[config.mk]
export PLATFORM = sky130hd
export DESIGN_NAME = sqrt_fp_feeder
export DESIGN_NICKNAME = d
export VERILOG_FILES = /design/src/rtl/sqrt_fp_feeder.sv
export SDC_FILE = /design/constraint.sdc
export NUM_CORES = 1
export LEC_CHECK = 0
export ABC_AREA = 1
export BUFFER_PORTS_ARGS = -buffer_cell sky130_fd_sc_hd__buf_2
export CELL_PAD_IN_SITES_DETAIL_PLACEMENT = 0
export CELL_PAD_IN_SITES_GLOBAL_PLACEMENT = 1
export CORE_MARGIN = 5
export CORE_UTILIZATION = 41
export DETAILED_ROUTE_END_ITERATION = 10
export MAX_ROUTING_LAYER = met4
export PLACE_DENSITY_LB_ADDON = 0.08
export SKIP_CTS_REPAIR_TIMING = 1
export SLEW_MARGIN = 20
export SYNTH_ARGS = -nofsm -noshare
export SYNTH_HDL_FRONTEND = slang
export SYNTH_SLANG_ARGS = --single-unit
[constraint.sdc]
create_clock -name clk -period 3.19 [get_ports clk]
set_input_delay 0.319 -clock clk [delete_from_list [all_inputs] [get_ports clk]]
set_output_delay 0.319 -clock clk [all_outputs]
set_load 0.005 [all_outputs]
[src/rtl/sqrt_fp_feeder.sv]
// Valid/ready stream front-end for the iterative fixed-point sqrt core: a DEPTH-entry radicand FIFO, one core run per entry, results held until taken.
// Optional build macro SQRT_FEEDER_ROUND_EN rounds the root to nearest; without it the core's truncated root passes through.
module sqrt_fp_feeder #(
  parameter int WIDTH = 32,
  parameter int FBITS = 10,
  parameter int DEPTH = 4
) (
  input  logic                     clk,
  input  logic                     rst,
  input  logic                     in_valid,
  output logic                     in_ready,
  input  logic [WIDTH-1:0]         in_data,
  output logic                     out_valid,
  input  logic                     out_ready,
  output logic [WIDTH-1:0]         out_root,
  output logic [WIDTH-1:0]         out_rem,
  output logic [$clog2(DEPTH):0]   fifo_level,
  output logic                     sq_start,
  output logic [WIDTH-1:0]         sq_rad,
  input  logic                     sq_busy,
  input  logic                     sq_valid,
  input  logic [WIDTH-1:0]         sq_root,
  input  logic [WIDTH-1:0]         sq_rem
);

  localparam int AW = $clog2(DEPTH);
  localparam int LW = AW + 1;

  if (DEPTH < 2 || (DEPTH & (DEPTH - 1)) != 0 || FBITS < 0 || FBITS >= WIDTH) begin : g_param_check
    $error("sqrt_fp_feeder: DEPTH must be a power of two >= 2 and 0 <= FBITS < WIDTH");
  end

  typedef enum logic [1:0] {
    S_IDLE  = 2'd0,
    S_ISSUE = 2'd1,
    S_WAIT  = 2'd2,
    S_HOLD  = 2'd3
  } state_t;

  state_t           state_q, state_d;
  logic [WIDTH-1:0] mem_q [DEPTH];
  logic [AW-1:0]    wr_ptr_q, wr_ptr_d;
  logic [AW-1:0]    rd_ptr_q, rd_ptr_d;
  logic [LW-1:0]    level_q, level_d;
  logic [WIDTH-1:0] sq_rad_q, sq_rad_d;
  logic [WIDTH-1:0] root_q, root_d;
  logic [WIDTH-1:0] rem_q, rem_d;
  logic             out_valid_q, out_valid_d;
  logic [WIDTH-1:0] root_cap;
  logic             full, empty, push, pop;

  assign full  = (level_q == LW'(DEPTH));
  assign empty = (level_q == '0);
  // A full FIFO refuses the push even when the controller pops the same cycle.
  assign push  = in_valid && !full;
  assign pop   = (state_q == S_IDLE) && !empty;

  always_comb begin
    wr_ptr_d = push ? wr_ptr_q + 1'b1 : wr_ptr_q;
    rd_ptr_d = pop  ? rd_ptr_q + 1'b1 : rd_ptr_q;
    case ({push, pop})
      2'b10:   level_d = level_q + 1'b1;
      2'b01:   level_d = level_q - 1'b1;
      default: level_d = level_q;
    endcase
  end

  always_ff @(posedge clk) begin
    if (push) begin
      mem_q[wr_ptr_q] <= in_data;
    end
  end

`ifdef SQRT_FEEDER_ROUND_EN
  always_comb begin
    root_cap = sq_root;
    if (sq_rem > sq_root && sq_root != '1) begin
      root_cap = sq_root + 1'b1;
    end
  end
`else
  assign root_cap = sq_root;
`endif

  always_comb begin
    state_d     = state_q;
    sq_rad_d    = sq_rad_q;
    root_d      = root_q;
    rem_d       = rem_q;
    out_valid_d = out_valid_q;
    case (state_q)
      S_IDLE: begin
        if (!empty) begin
          sq_rad_d = mem_q[rd_ptr_q];
          state_d  = S_ISSUE;
        end
      end
      S_ISSUE: begin
        state_d = S_WAIT;
      end
      S_WAIT: begin
        // The core drops valid on the edge that samples start, so this never sees a stale result.
        if (sq_valid && !sq_busy) begin
          root_d      = root_cap;
          rem_d       = sq_rem;
          out_valid_d = 1'b1;
          state_d     = S_HOLD;
        end
      end
      S_HOLD: begin
        if (out_ready) begin
          out_valid_d = 1'b0;
          state_d     = S_IDLE;
        end
      end
      default: begin
        state_d = S_IDLE;
      end
    endcase
  end

  always_ff @(posedge clk) begin
    if (rst) begin
      state_q     <= S_IDLE;
      wr_ptr_q    <= '0;
      rd_ptr_q    <= '0;
      level_q     <= '0;
      sq_rad_q    <= '0;
      root_q      <= '0;
      rem_q       <= '0;
      out_valid_q <= 1'b0;
    end else begin
      state_q     <= state_d;
      wr_ptr_q    <= wr_ptr_d;
      rd_ptr_q    <= rd_ptr_d;
      level_q     <= level_d;
      sq_rad_q    <= sq_rad_d;
      root_q      <= root_d;
      rem_q       <= rem_d;
      out_valid_q <= out_valid_d;
    end
  end

  assign in_ready   = !full;
  assign fifo_level = level_q;
  assign sq_start   = (state_q == S_ISSUE);
  assign sq_rad     = sq_rad_q;
  assign out_valid  = out_valid_q;
  assign out_root   = root_q;
  assign out_rem    = rem_q;

endmodule

==> impl_metrics.xml <==
<?xml version="1.0" encoding="UTF-8"?>
<metrics>
  <group name="outcome">
    <metric name="status" unit="">finished clean</metric>
  </group>
  <group name="logic_synthesis">
    <metric name="synth_cell_type_count" unit="">23</metric>
    <metric name="syn_warnings" unit="">0</metric>
    <metric name="mappedNetlistArea" unit="mm²">0.00939</metric>
    <metric name="yosys_top_cell_by_area" unit="">sky130_fd_sc_hd__edfxtp_1</metric>
    <metric name="syn_area_per_cell" unit="µm²">9.24</metric>
    <metric name="synth.ff_latch_count" unit="">234</metric>
    <metric name="synth_largest_type_area_fraction" unit="">0.409</metric>
    <metric name="synth_area_leaders" unit="">sky130_fd_sc_hd__edfxtp_1, sky130_fd_sc_hd__dfxtp_1, sky130_fd_sc_hd__nor2_1</metric>
    <metric name="ys_dominant_reg_cell" unit="">sky130_fd_sc_hd__edfxtp_1</metric>
    <metric name="synth_common_cells" unit="">sky130_fd_sc_hd__nor2_1, sky130_fd_sc_hd__nand2_1, sky130_fd_sc_hd__edfxtp_1</metric>
    <metric name="async_reset_ff_frac" unit="">0</metric>
    <metric name="synth_enable_flop_cells" unit="">128</metric>
    <metric name="ys_seq_area_frac" unit="">0.635</metric>
    <metric name="synthMostInstantiatedCell" unit="">sky130_fd_sc_hd__nor2_1</metric>
    <metric name="synthCells" unit="">1016</metric>
    <metric name="syn-num-nets" unit="">1129</metric>
  </group>
  <group name="grt">
    <metric name="global_route_total_overflow" unit="">0</metric>
    <metric name="grt_start_max_net_pins" unit="">86</metric>
    <metric name="groute.usage.overall" unit="">0.165</metric>
    <metric name="grt_first_pass_wirelength" unit="µm">34300</metric>
    <metric name="via_count_of_the_first_global_routing_pass" unit="">6709</metric>
    <metric name="grt_antenna_before_repair" unit="">2</metric>
  </group>
  <group name="power_and_ir_drop">
    <metric name="irDropWorstVdd" unit="V">0.000412</metric>
    <metric name="share_comb_of_total_power" unit="">0.254</metric>
    <metric name="p_int" unit="mW">6.36</metric>
    <metric name="totalPowerFinal" unit="mW">9.18</metric>
    <metric name="switching_share" unit="">0.308</metric>
    <metric name="static-leakage-power" unit="nW">5.25</metric>
    <metric name="power_density" unit="mW/mm²">797</metric>
    <metric name="seq_power_share" unit="">0.430</metric>
    <metric name="clkPwrFrac" unit="">0.316</metric>
    <metric name="power.net_switching" unit="mW">2.83</metric>
  </group>
  <group name="floorplan">
    <metric name="coreArea" unit="mm²">0.0226</metric>
    <metric name="floorplan.die.width" unit="µm">161</metric>
    <metric name="floorplan.rows" unit="">55</metric>
    <metric name="initial_core_util" unit="">0.416</metric>
    <metric name="dieHeight" unit="µm">161</metric>
    <metric name="boundaryPins" unit="">204</metric>
    <metric name="fp.dieArea" unit="mm²">0.0260</metric>
  </group>
  <group name="setup_path">
    <metric name="crit_arrival" unit="ns">2.66</metric>
    <metric name="cp_data_required_time" unit="ns">3.59</metric>
    <metric name="cp_top_family" unit="">simple AND/OR/NAND/NOR gates</metric>
    <metric name="setup.worst_path.class" unit="">reg2reg</metric>
    <metric name="critPathMaxFanout" unit="">8</metric>
    <metric name="critical_path_buf_inv_count" unit="">1</metric>
    <metric name="end_kind" unit="">flip-flop</metric>
    <metric name="cell_by_cell_trace_of_the_critical_path" unit="">nor2_2 &gt; nand2_1 &gt; nand2_1 &gt; ha_1 &gt; inv_1 &gt; fa_1 &gt; or2_2 &gt; nand2_1 &gt; nand2_1 &gt; nand2_1 &gt; nor2_1</metric>
    <metric name="cpPeakStageDelay" unit="ns">0.39</metric>
    <metric name="critical-path-slowest-cell" unit="">sky130_fd_sc_hd__nand2_1</metric>
    <metric name="path_common_cell" unit="">sky130_fd_sc_hd__nand2_1</metric>
    <metric name="critPathLaunchType" unit="">flip-flop</metric>
  </group>
  <group name="sta">
    <metric name="slew_viol_final" unit="">0</metric>
    <metric name="slew_margin_rel" unit="">0.401</metric>
    <metric name="fin_crit_sh" unit="">0.708</metric>
    <metric name="hold_slack" unit="ns">0.0216</metric>
    <metric name="min_period" unit="ns">2.26</metric>
    <metric name="rsz_0062_raised_after_global_routing" unit="">no</metric>
    <metric name="finalSetupViolations" unit="">0</metric>
    <metric name="tightest_slew" unit="ns">0.898</metric>
    <metric name="finalSetupTns" unit="ns">0</metric>
    <metric name="hold_violations" unit="">0</metric>
    <metric name="clock.fmax" unit="MHz">443</metric>
    <metric name="finClkSkew" unit="ns">0.00796</metric>
  </group>
  <group name="placed_design">
    <metric name="port_buffers" unit="">203</metric>
    <metric name="gp_congestion" unit="">0.753</metric>
    <metric name="place.detailed.instances" unit="">1466</metric>
    <metric name="dp_hpwl" unit="µm">13300</metric>
  </group>
  <group name="finish">
    <metric name="finish.cell_count_without_fillers" unit="">1520</metric>
    <metric name="utilization" unit="">0.510</metric>
    <metric name="nNetsFinal" unit="">1326</metric>
    <metric name="area_delta_synth_final" unit="%">22.7</metric>
    <metric name="layout-drive-gt1-share" unit="">0.218</metric>
  </group>
  <group name="routing">
    <metric name="total_number_of_vias" unit="">6834</metric>
    <metric name="final_antenna_net_count" unit="">0</metric>
    <metric name="detailedRoute.firstIterationViolations" unit="">266</metric>
    <metric name="detail_route.wl_per_cell" unit="µm">14.0</metric>
    <metric name="drcViolationCount" unit="">0</metric>
    <metric name="dr.pass1.iters" unit="">4</metric>
    <metric name="wirelength" unit="µm">21400</metric>
    <metric name="routed_via_density" unit="">4.50</metric>
  </group>
  <group name="clocking">
    <metric name="cts.path.max_buffers" unit="">3</metric>
    <metric name="worstSkewPairLatency" unit="ns">0.51</metric>
    <metric name="clkSinkCount" unit="">234</metric>
    <metric name="cts_made_buffers" unit="">26</metric>
    <metric name="clk_pin_slew_worst_paths" unit="ns">0.06</metric>
    <metric name="cts_root_buffer" unit="">sky130_fd_sc_hd__clkbuf_16</metric>
    <metric name="cts_tree" unit="">done</metric>
    <metric name="cts_max_level" unit="">1</metric>
  </group>
  <group name="worst_hold_path">
    <metric name="hp-class" unit="">in2reg</metric>
  </group>
  <group name="flow_run">
    <metric name="max-cap-violations" unit="">0</metric>
  </group>
</metrics>
## power by group through the flow
stage | logic, mW | registers (mW) | clock network [mW]
floorplan | 1.61 | 3.97 | 0
global route | 2.69 | 4.01 | 3.14
CTS | 2.40 | 3.96 | 3.00
finish | 2.33 | 3.95 | 2.90
detailed placement | 2.39 | 4.01 | 0
global placement | 2.38 | 4.00 | 0
## layer usage
metal / global-route usage / up-vias / routed length, µm
met5: - / - / 0
li1: - / 3580 / -
met3: 0.0475 / 25 / 1680
met2: 0.262 / 172 / 9780
met1: 0.215 / 3057 / 9620
met4: 0.0318 / 0 / 274
## sequential cells by signal (all words and copies together) (netlist names)
signal / flops
out_rem: 32
fifo_level: 3
wr_ptr_q: 2
rd_ptr_q: 2
sq_rad: 32
mem_q: 128
state_q: 2
out_root: 32
out_valid: 1
## cells in the final DEF, fill, tap and decap left out, types with 4 or more instances in the layout
master	n
sky130_fd_sc_hd__a21oi_1	37
sky130_fd_sc_hd__and2_1	32
sky130_fd_sc_hd__buf_2	203
sky130_fd_sc_hd__buf_4	13
sky130_fd_sc_hd__clkbuf_1	7
sky130_fd_sc_hd__clkbuf_16	28
sky130_fd_sc_hd__clkbuf_8	7
sky130_fd_sc_hd__dfxtp_1	104
sky130_fd_sc_hd__dlygate4sd3_1	4
sky130_fd_sc_hd__edfxtp_1	128
sky130_fd_sc_hd__ha_1	10
sky130_fd_sc_hd__inv_1	117
sky130_fd_sc_hd__nand2_1	147
sky130_fd_sc_hd__nand3_1	34
sky130_fd_sc_hd__nor2_1	270
sky130_fd_sc_hd__nor2_4	5
sky130_fd_sc_hd__o21ai_0	68
## worst reg2reg max path, delay by kind of cell (launching register included)
family / cells / cell delay [ns]
buffers and inverters: 1 / 0.07
adder cells (fa/ha/maj): 2 / 0.61
AND/OR/NAND/NOR: 8 / 1.15
flip-flops: 1 / 0.33
## path summary, 6_finish.rpt
| check | from | to | cells after the start | slack (ns) |
|---|---|---|---|---|
| setup / recovery | fifo_level[0]$_SDFFE_PP0P_ | fifo_level[2]$_SDFFE_PP0P_ | 11 | 0.93 |
| hold / removal | in_data[24] | mem_q[1][24]$_DFFE_PP_ | 1 | 0.02 |
| setup reg to reg | fifo_level[0]$_SDFFE_PP0P_ | fifo_level[2]$_SDFFE_PP0P_ | 11 | 0.93 |
| hold reg to reg | out_valid$_SDFFE_PP0P_ | out_valid$_SDFFE_PP0P_ | 2 | 0.46 |
## cell families after synthesis
logic type      share of synthesized area
compound gates                     0.0560
xor+xnor                         0.000933
buf+inv                            0.0798
simple gates                        0.212
fa+ha+maj                          0.0155
flops                               0.635
## stage by stage
stage,setup slack [ns],area [µm²]
after floorplan,0.739,9390
after global placement,1.02,10600
after detailed placement,0.949,10600
after CTS,0.928,11500
after global routing,0.687,11500
final,0.930,11500
## cell type report
cell class                      instances  area [µm²]
Fill cell                            2168       11100
Antenna cell                            2        5.00
Sequential cell                       234        5970
Inverter                              120         452
Timing Repair Buffer                  221        1170
Clock buffer                           43         831
Clock inverter                          5        28.8
Multi-Input combinational cell        610        2700
Tap cell                              285         357
No activity file was read; power rests on OpenSTA's default activity.
